`config.mk`:
```
export PLATFORM = sky130hd
export DESIGN_NAME = toy_mem_port_arbiter
export DESIGN_NICKNAME = d
export VERILOG_FILES = /design/src/rtl/toy_mem_port_arbiter.sv
export SDC_FILE = /design/constraint.sdc
export NUM_CORES = 1
export LEC_CHECK = 0
export ABC_AREA = 1
export CAP_MARGIN = 10
export CORE_AREA = 2 2 103 105
export DETAILED_ROUTE_END_ITERATION = 12
export DIE_AREA = 0 0 105 107
export GPL_TIMING_DRIVEN = 0
export MAX_ROUTING_LAYER = met4
export PLACE_DENSITY = 0.6
export SLEW_MARGIN = 20
export SYNTH_ARGS = -nofsm -noshare
export SYNTH_HDL_FRONTEND = slang
export SYNTH_SLANG_ARGS = --single-unit
```
`constraint.sdc`:
```
create_clock -name CLK -period 3.7 [get_ports CLK]
set_input_delay 0.37 -clock CLK [delete_from_list [all_inputs] [get_ports CLK]]
set_output_delay 0.37 -clock CLK [all_outputs]
set_load 0.03 [all_outputs]
```
`src/rtl/toy_mem_port_arbiter.sv`:
```
// Shares one single-port memory between the fetch (I, read-only) and MEM (D, read/write) sides.
// Define TOY_ARB_RR_EN for round-robin arbitration; default is D priority with an I starvation guard.
module toy_mem_port_arbiter #(
    parameter int AW          = 30,
    parameter int DW          = 32,
    parameter int OUTSTANDING = 4,
    parameter int STARVE_MAX  = 3
) (
    input  logic          CLK,
    input  logic          RST,
    input  logic          I_REQ,
    input  logic [AW-1:0] I_ADDR,
    output logic          I_GNT,
    output logic          I_RVALID,
    output logic [DW-1:0] I_RDATA,
    input  logic          D_REQ,
    input  logic          D_RW,
    input  logic [AW-1:0] D_ADDR,
    input  logic [DW-1:0] D_WDATA,
    output logic          D_GNT,
    output logic          D_RVALID,
    output logic [DW-1:0] D_RDATA,
    output logic          M_REQ,
    output logic          M_RW,
    output logic [AW-1:0] M_ADDR,
    output logic [DW-1:0] M_WDATA,
    input  logic          M_RDY,
    input  logic          M_RVALID,
    input  logic [DW-1:0] M_RDATA,
    output logic          ERR
);

    localparam int PW = (OUTSTANDING > 1) ? $clog2(OUTSTANDING) : 1;
    localparam int CW = PW + 1;
    localparam logic [CW-1:0] FULL_CNT = CW'(OUTSTANDING);

    logic [PW-1:0] wr_ptr_q, wr_ptr_d, rd_ptr_q, rd_ptr_d;
    logic [CW-1:0] cnt_q, cnt_d;
    logic          tags_q [OUTSTANDING];
    logic          err_q, err_d;
    logic          full, empty, i_elig, d_elig, sel_i, sel_d;
    logic          i_acc, d_acc, push, pop, head_is_d;

    // Full is judged on the registered count, so a same-cycle pop never frees a slot early.
    assign full   = (cnt_q == FULL_CNT);
    assign empty  = (cnt_q == '0);
    assign i_elig = ~RST & I_REQ & ~full;
    assign d_elig = ~RST & D_REQ & (D_RW | ~full);

`ifdef TOY_ARB_RR_EN
    logic prio_d_q, prio_d_d;

    assign sel_i    = i_elig & (~d_elig | ~prio_d_q);
    assign prio_d_d = i_acc ? 1'b1 : (d_acc ? 1'b0 : prio_d_q);

    always_ff @(posedge CLK or posedge RST) begin
        if (RST) prio_d_q <= 1'b1;
        else     prio_d_q <= prio_d_d;
    end
`else
    localparam int SW = (STARVE_MAX > 0) ? $clog2(STARVE_MAX + 1) : 1;
    localparam logic [SW-1:0] STV = SW'(STARVE_MAX);

    logic [SW-1:0] starve_q, starve_d;

    assign sel_i = i_elig & (~d_elig | (starve_q == STV));

    always_comb begin
        starve_d = starve_q;
        if (!I_REQ || i_acc)
            starve_d = '0;
        else if (i_elig && !sel_i && starve_q != STV)
            starve_d = starve_q + SW'(1);
    end

    always_ff @(posedge CLK or posedge RST) begin
        if (RST) starve_q <= '0;
        else     starve_q <= starve_d;
    end
`endif

    assign sel_d = d_elig & ~sel_i;
    assign i_acc = sel_i & M_RDY;
    assign d_acc = sel_d & M_RDY;

    assign M_REQ   = i_elig | d_elig;
    assign M_RW    = sel_d & D_RW;
    assign M_ADDR  = sel_i ? I_ADDR : (sel_d ? D_ADDR : '0);
    assign M_WDATA = sel_d ? D_WDATA : '0;
    assign I_GNT   = i_acc;
    assign D_GNT   = d_acc;

    // Tag 0 = I, 1 = D; returns are in order so the head tag names the owner.
    assign push      = i_acc | (d_acc & ~D_RW);
    assign pop       = ~RST & M_RVALID & ~empty;
    assign head_is_d = tags_q[rd_ptr_q];

    assign I_RVALID = pop & ~head_is_d;
    assign D_RVALID = pop & head_is_d;
    assign I_RDATA  = I_RVALID ? M_RDATA : '0;
    assign D_RDATA  = D_RVALID ? M_RDATA : '0;
    assign ERR      = err_q;

    assign wr_ptr_d = wr_ptr_q + PW'(push);
    assign rd_ptr_d = rd_ptr_q + PW'(pop);
    assign cnt_d    = cnt_q + CW'(push) - CW'(pop);
    assign err_d    = err_q | (~RST & M_RVALID & empty);

    always_ff @(posedge CLK or posedge RST) begin
        if (RST) begin
            wr_ptr_q <= '0;
            rd_ptr_q <= '0;
            cnt_q    <= '0;
            err_q    <= 1'b0;
        end else begin
            wr_ptr_q <= wr_ptr_d;
            rd_ptr_q <= rd_ptr_d;
            cnt_q    <= cnt_d;
            err_q    <= err_d;
        end
    end

    always_ff @(posedge CLK) begin
        if (push) tags_q[wr_ptr_q] <= sel_d;
    end

endmodule

```
== Word level (Yosys, flattened, before mapping) ==
Memory sizes are Yosys's and may differ from the RTL's.
Cells that the tools add are included.

* Flip-flop bits (word level): 10
* Memory bits (writable): 4
* Input port bits: 131
* Output and inout bits: 133
* Logic and storage cells: 57
* Memories: 1

* $add $sub $neg: 5
* Eq/ne operators: 3
* Mux-type cells: 9
* Bitwise logic cells: 27
* Reductions and logical operators: 7

{| class="wikitable"
|+ Memories
! memory !! words !! width !! rd ports !! clocked after memory_dff !! wr ports !! line !! RTL
|-
| tags_q || 4 || 1 || 1 || 0 || 1 || 39 || <nowiki>logic tags_q [OUTSTANDING];</nowiki>
|}

{| class="wikitable"
|+ Operator list
! operator !! number
|-
| $mux 32 || 3
|-
| $mux 30 || 2
|-
| $and 1x1->1 || 15
|-
| $not 1->1 || 7
|-
| $or 1x1->1 || 5
|-
| $add 2x1->2 || 2
|-
| $mux 2 || 2
|-
| $add 3x1->3 || 1
|-
| $eq 3x3->1 const B || 1
|-
| $logic_not 3->1 || 1
|-
| $sub 3x1->3 || 1
|-
| $add 2x1->2 const B || 1
|-
| $eq 2x2->1 const B || 1
|-
| $logic_and 1x1->1 || 2
|-
| $logic_not 1->1 || 2
|-
| $mux 1 || 2
|-
| $ne 2x2->1 const B || 1
|-
| $reduce_bool 2->1 || 1
|-
| $logic_or 1x1->1 || 1
|}

== Longest topological paths before layout ==
* Depth in word-level cells: 14
* Gate-level depth with buffers: 13
* Mapped depth without buffers: 13

== Worst setup path after synthesis ==
No wires, ideal clock.

* Path type: input port to flip-flop
* From: in RST
* To: reg cnt_q[2]
* Setup time: 0.129 ns
* Arrival time: 2.246 ns
* Data required time: 3.571 ns
* Setup slack: 1.326 ns
* Cell stages on the path: 12
* Buffers on the path: 0
* Cells stage by stage: inv_1 nand2_1 a21oi_4 nand3_1 nand2_2 inv_2 nand2_1 nand2_1 ha_1 fa_1 xnor2_1 xor2_1

* Word-level cells in the longest chain between the ends: 13
* Elaborated cells on any way between the ends: 18
* Those cells by class: 2 x add/sub; 16 x bitwise

{| class="wikitable"
|+ RTL lines
! item !! line !! RTL
|-
| from (decl) || 10 || <nowiki>input logic RST,</nowiki>
|-
| $not 1->1 * || 47, 48, 95 ||
|-
| $and 1x1->1 (2 in a row) || 48 || <nowiki>assign d_elig = ~RST & D_REQ & (D_RW | ~full);</nowiki>
|-
| $not 1->1 || 66 || <nowiki>assign sel_i = i_elig & (~d_elig | (starve_q == STV));</nowiki>
|-
| $or 1x1->1 || 66 ||
|-
| $and 1x1->1 || 66 ||
|-
| $not 1->1 || 82 || <nowiki>assign sel_d = d_elig & ~sel_i;</nowiki>
|-
| $and 1x1->1 || 82 ||
|-
| $and 1x1->1 || 84 || <nowiki>assign d_acc = sel_d & M_RDY;</nowiki>
|-
| $and 1x1->1 || 94 || <nowiki>assign push = i_acc | (d_acc & ~D_RW);</nowiki>
|-
| $or 1x1->1 || 94 ||
|-
| $add 3x1->3 || 106 || <nowiki>assign cnt_d = cnt_q + CW'(push) - CW'(pop);</nowiki>
|-
| $sub 3x1->3 * || 106 ||
|-
| net cnt_d[2] || 38 || <nowiki>logic [CW-1:0] cnt_q, cnt_d;</nowiki>
|-
| to (signal assigned) || 118 || <nowiki>cnt_q <= cnt_d;</nowiki>
|-
| to (decl) || 38 ||
|}

Mark *: on every way through the listed nets, which the timed path passes. The rest lies on a longest branch.
A chain may end at the register's enable or synchronous reset.

== Final worst setup path ==
* From: in RST
* To: out M_ADDR[13]

* Word-level cells in the longest chain between the ends: 10
* Elaborated cells on any way between the ends: 12
* Those cells by class: 2 x mux; 10 x bitwise

{| class="wikitable"
|+ RTL lines
! item !! line !! RTL
|-
| $not 1->1 * || 47, 48 ||
|-
| $and 1x1->1 (2 in a row) || 48 ||
|-
| $not 1->1 || 66 ||
|-
| $or 1x1->1 || 66 ||
|-
| $and 1x1->1 || 66 ||
|-
| $not 1->1 || 82 ||
|-
| $and 1x1->1 || 82 ||
|-
| $mux 30 || 88 || <nowiki>assign M_ADDR = sel_i ? I_ADDR : (sel_d ? D_ADDR : '0);</nowiki>
|-
| $mux 30 * || 88 ||
|-
| to (decl) || 25 || <nowiki>output logic [AW-1:0] M_ADDR,</nowiki>
|}

Every way passes the cells marked *; elsewhere a longest branch is shown, timed or not.

==> flow_metrics.py <==
metrics = {
    "critical_path": {
        "critPathLaunch": "RST",
        "endpoint": "M_ADDR[13]",
        "regToRegStartpoint": "cnt_q[1]",
        "worstReg2RegEnd": "cnt_q[2]",
        "worstPathRequired_ns": 3.33,
        "rrSetupSlack_ns": 1.26,
        "worstSetupPathType": "input pin to primary output",
        "worst-r2r-cell-count": 12,
        "cp-end-kind": "primary output",
        "worst_setup_path_start_kind": "input pin",
        "arrival_ns": 2.88,
        "crit_path_max_fanout": 12,
    },
    "global_routing": {
        "grt_max_degree": 14,
        "gr-total-overflow": 0,
        "number_of_antenna_violations_at_the_first_check_in_global_routing": 0,
        "grt_first_pass_wirelength_microns": 13600,
        "grtUsageMet1_pct": 15.9,
        "grt_usage_pct": 15.4,
        "global_route.peak_usage_layer": "met2",
        "gr_util_met2_pct": 29.2,
        "grtUsageMet3_pct": 3.95,
        "first_global_vias": 2893,
    },
    "outcome": {
        "status": "complete, no violations",
    },
    "floorplan": {
        "dieArea_sq_um": 11200,
        "die_boundary_width_microns": 105,
        "pin_count": 264,
        "die_h_microns": 107,
        "placement_row_count": 37,
        "start_util_pct": 17.7,
        "coreArea_sq_um": 10100,
    },
    "final_layout": {
        "layout.filler_cells": 1035,
        "finalCoreUtilization_pct": 45.9,
        "final_common_cell": "sky130_fd_sc_hd__clkdlybuf4s50_1",
        "post_layout_nonfiller_instances": 695,
        "drive_above_1_share_pct": 5.72,
        "final_antenna_diode_count": 0,
        "seq_area_sq_um": 370,
        "commonest_cells_after_routing_fill_and_taps_aside": "sky130_fd_sc_hd__clkdlybuf4s50_1, sky130_fd_sc_hd__nor2_1, sky130_fd_sc_hd__inv_1",
        "area.growth.synth_to_final_pct": 159,
        "multi_input_combinational_cell_area_sq_um": 1000,
        "fin_nets": 695,
    },
    "drt": {
        "drc_errors": 0,
        "drt_iter0_drc": 116,
        "wl_microns": 8980,
        "wl_per_cell_microns": 12.9,
        "drt_pass1_iterations": 6,
        "final_antenna_net_count": 0,
        "detailroute.via_count": 2815,
        "route.detailed.vias_per_inst": 4.05,
    },
    "logic_synthesis": {
        "yosys_reg_bits": 14,
        "yosysUniqueCellTypes": 24,
        "synth_top_cell_by_area": "sky130_fd_sc_hd__nor2_1",
        "yosysWarningCount": 0,
        "netlist_instances": 292,
        "syn-cell-area_sq_um": 1790,
        "avgSynthCellArea_sq_um": 6.12,
        "synth_top_area_share_pct": 21.8,
        "cell_types_with_the_largest_area_share_after_synthesis": "sky130_fd_sc_hd__nor2_1, sky130_fd_sc_hd__a32o_1, sky130_fd_sc_hd__inv_1, sky130_fd_sc_hd__dfrtp_1, sky130_fd_sc_hd__edfxtp_1",
        "synth.net_count": 427,
        "synth-seq-area-share_pct": 20.7,
    },
    "timing": {
        "totalNegativeSetupSlack_ns": 0,
        "hold_violations": 0,
        "slew-limit-headroom_pct": 69.1,
        "post-route-period-util_pct": 87.8,
        "worstMarginPinSlew_ns": 0.464,
        "setup_viol_count_final": 0,
        "slew_violations": 0,
        "grt_setup_unrepaired": "false",
        "maxClockFrequency_mhz": 308,
        "hold-worst-slack_ns": 0.465,
        "timing.clock.skew_ns": 0.00394,
        "finalCriticalPeriod_ns": 3.25,
    },
    "cts": {
        "clk_latency_ns": 0.24,
        "ctsResizeCount": 0,
        "tritoncts": "yes",
        "cts_inserted_buffers": 3,
        "clk_transition_reported_paths_ns": 0.06,
        "cts_hold_repair.buffers": 0,
        "cts.sink_count": 14,
        "cts.path.max_buffers": 2,
        "htree_levels": 1,
        "cts.repair_timing.setup_buffer_count": 0,
        "clock-root-buffer": "sky130_fd_sc_hd__clkbuf_8",
    },
    "power": {
        "pwr-share-seq_pct": 16.7,
        "p_int_mw": 0.808,
        "p_comb_share_pct": 75.2,
        "power_frac_clock_pct": 8.1,
        "power_density_nw_per_um2": 339,
        "total_power_mw": 1.57,
        "power.share.switching_pct": 48.6,
        "p_switching_mw": 0.763,
        "worst_ir_drop_vdd_uv": 132,
        "leakagePower_nw": 2.07,
    },
    "job": {
        "cap_violations": 0,
    },
    "place": {
        "place.gp.congestion": 0.808,
        "detailedPlacementHpwl_microns": 7830,
        "portBuffers": 263,
        "dp.cells": 691,
    },
    "hold_path": {
        "hold_path_class": "input pin to async pin",
    },
}
-- Yosys cell counts --
library cell	number
sky130_fd_sc_hd__nor2_1	104
sky130_fd_sc_hd__inv_1	77
sky130_fd_sc_hd__a32o_1	30
sky130_fd_sc_hd__nand2_1	19
sky130_fd_sc_hd__buf_2	13
sky130_fd_sc_hd__dfrtp_1	10
sky130_fd_sc_hd__inv_2	5
sky130_fd_sc_hd__edfxtp_1	4
sky130_fd_sc_hd__a21oi_4	3
sky130_fd_sc_hd__buf_6	3
sky130_fd_sc_hd__ha_1	3
sky130_fd_sc_hd__nand3_1	3
sky130_fd_sc_hd__a21oi_1	2
sky130_fd_sc_hd__clkbuf_1	2
sky130_fd_sc_hd__nor2_4	2
sky130_fd_sc_hd__o21ai_0	2
sky130_fd_sc_hd__xnor2_1	2
sky130_fd_sc_hd__xor2_1	2
sky130_fd_sc_hd__fa_1	1
sky130_fd_sc_hd__nand2_2	1
sky130_fd_sc_hd__nand3_2	1
sky130_fd_sc_hd__nand3b_2	1
sky130_fd_sc_hd__o211ai_1	1
sky130_fd_sc_hd__o21bai_1	1
-- worst max-delay path, stage by stage --
cell	delay [ns]
sky130_fd_sc_hd__clkdlybuf4s50_1	0.42
sky130_fd_sc_hd__inv_1	0.36
sky130_fd_sc_hd__nand2_1	0.16
sky130_fd_sc_hd__a21oi_4	0.25
sky130_fd_sc_hd__clkbuf_1	0.39
sky130_fd_sc_hd__a32o_1	0.24
sky130_fd_sc_hd__clkdlybuf4s50_1	0.68
-- metal layers --
metal  part of all wire [%]  wire, microns  vias to the layer above
met5                      0              0                        -
met4                    1.3            118                        0
met1                     38           3410                     1226
met3                    9.2            826                        8
li1                       -              -                     1427
met2                     52           4630                      154
-- logic make-up (layout without fill, tap and decap cells) --
logic type                 after synthesis  count (layout)  share of synthesized area (%)
DFF                                     14              14                           20.7
AOI/OAI and AO/OA                       39              39                           21.5
adders and majority gates                4               4                           3.22
xor gates and xnor gates                 4               4                           1.96
buffers and inverters                  100             367                           23.2
and+or+nand+nor                        131             131                           29.5
-- worst min-delay path by stage --
stage	endpoint	depth (start not counted)
after floorplan	ERR	1
after global placement	ERR	1
after detailed placement	ERR	1
after CTS	ERR	1
after global routing	starve_q[0]	2
final	wr_ptr_q[1]	2
-- layout make-up --
| class | count | area share, % |
|---|---|---|
| sequential | 14 | 7.99 |
| clock inverter | 1 | 0.0810 |
| timing repair buffer | 263 | 56.8 |
| multi-input combinational | 178 | 21.6 |
| clock buffer | 3 | 0.891 |
| tap | 136 | 3.67 |
| inverter | 82 | 6.64 |
| buffer | 18 | 2.29 |
-- stage by stage --
stage / instance area [sq um] / worst slack, ns
finish: 4640 / 0.450
CTS: 4640 / 0.390
floorplan: 1790 / 1.33
global route: 4640 / 0.264
detailed placement: 4590 / 0.392
global placement: 4590 / 0.439
-- power by group through the flow --
stage	Combinational [mW]	Sequential [mW]	Clock [mW]
floorplan	0.658	0.266	0
global placement	1.18	0.262	0
detailed placement	1.19	0.266	0
CTS	1.20	0.263	0.130
global route	1.26	0.272	0.137
finish	1.18	0.263	0.127
-- sequential cells by signal, indices dropped and copies added (netlist names) --
signal / cells
cnt_q: 3
wr_ptr_q: 2
starve_q: 2
ERR: 1
rd_ptr_q: 2
tags_q: 4
Note: power is estimated with default switching activity, not from simulation.
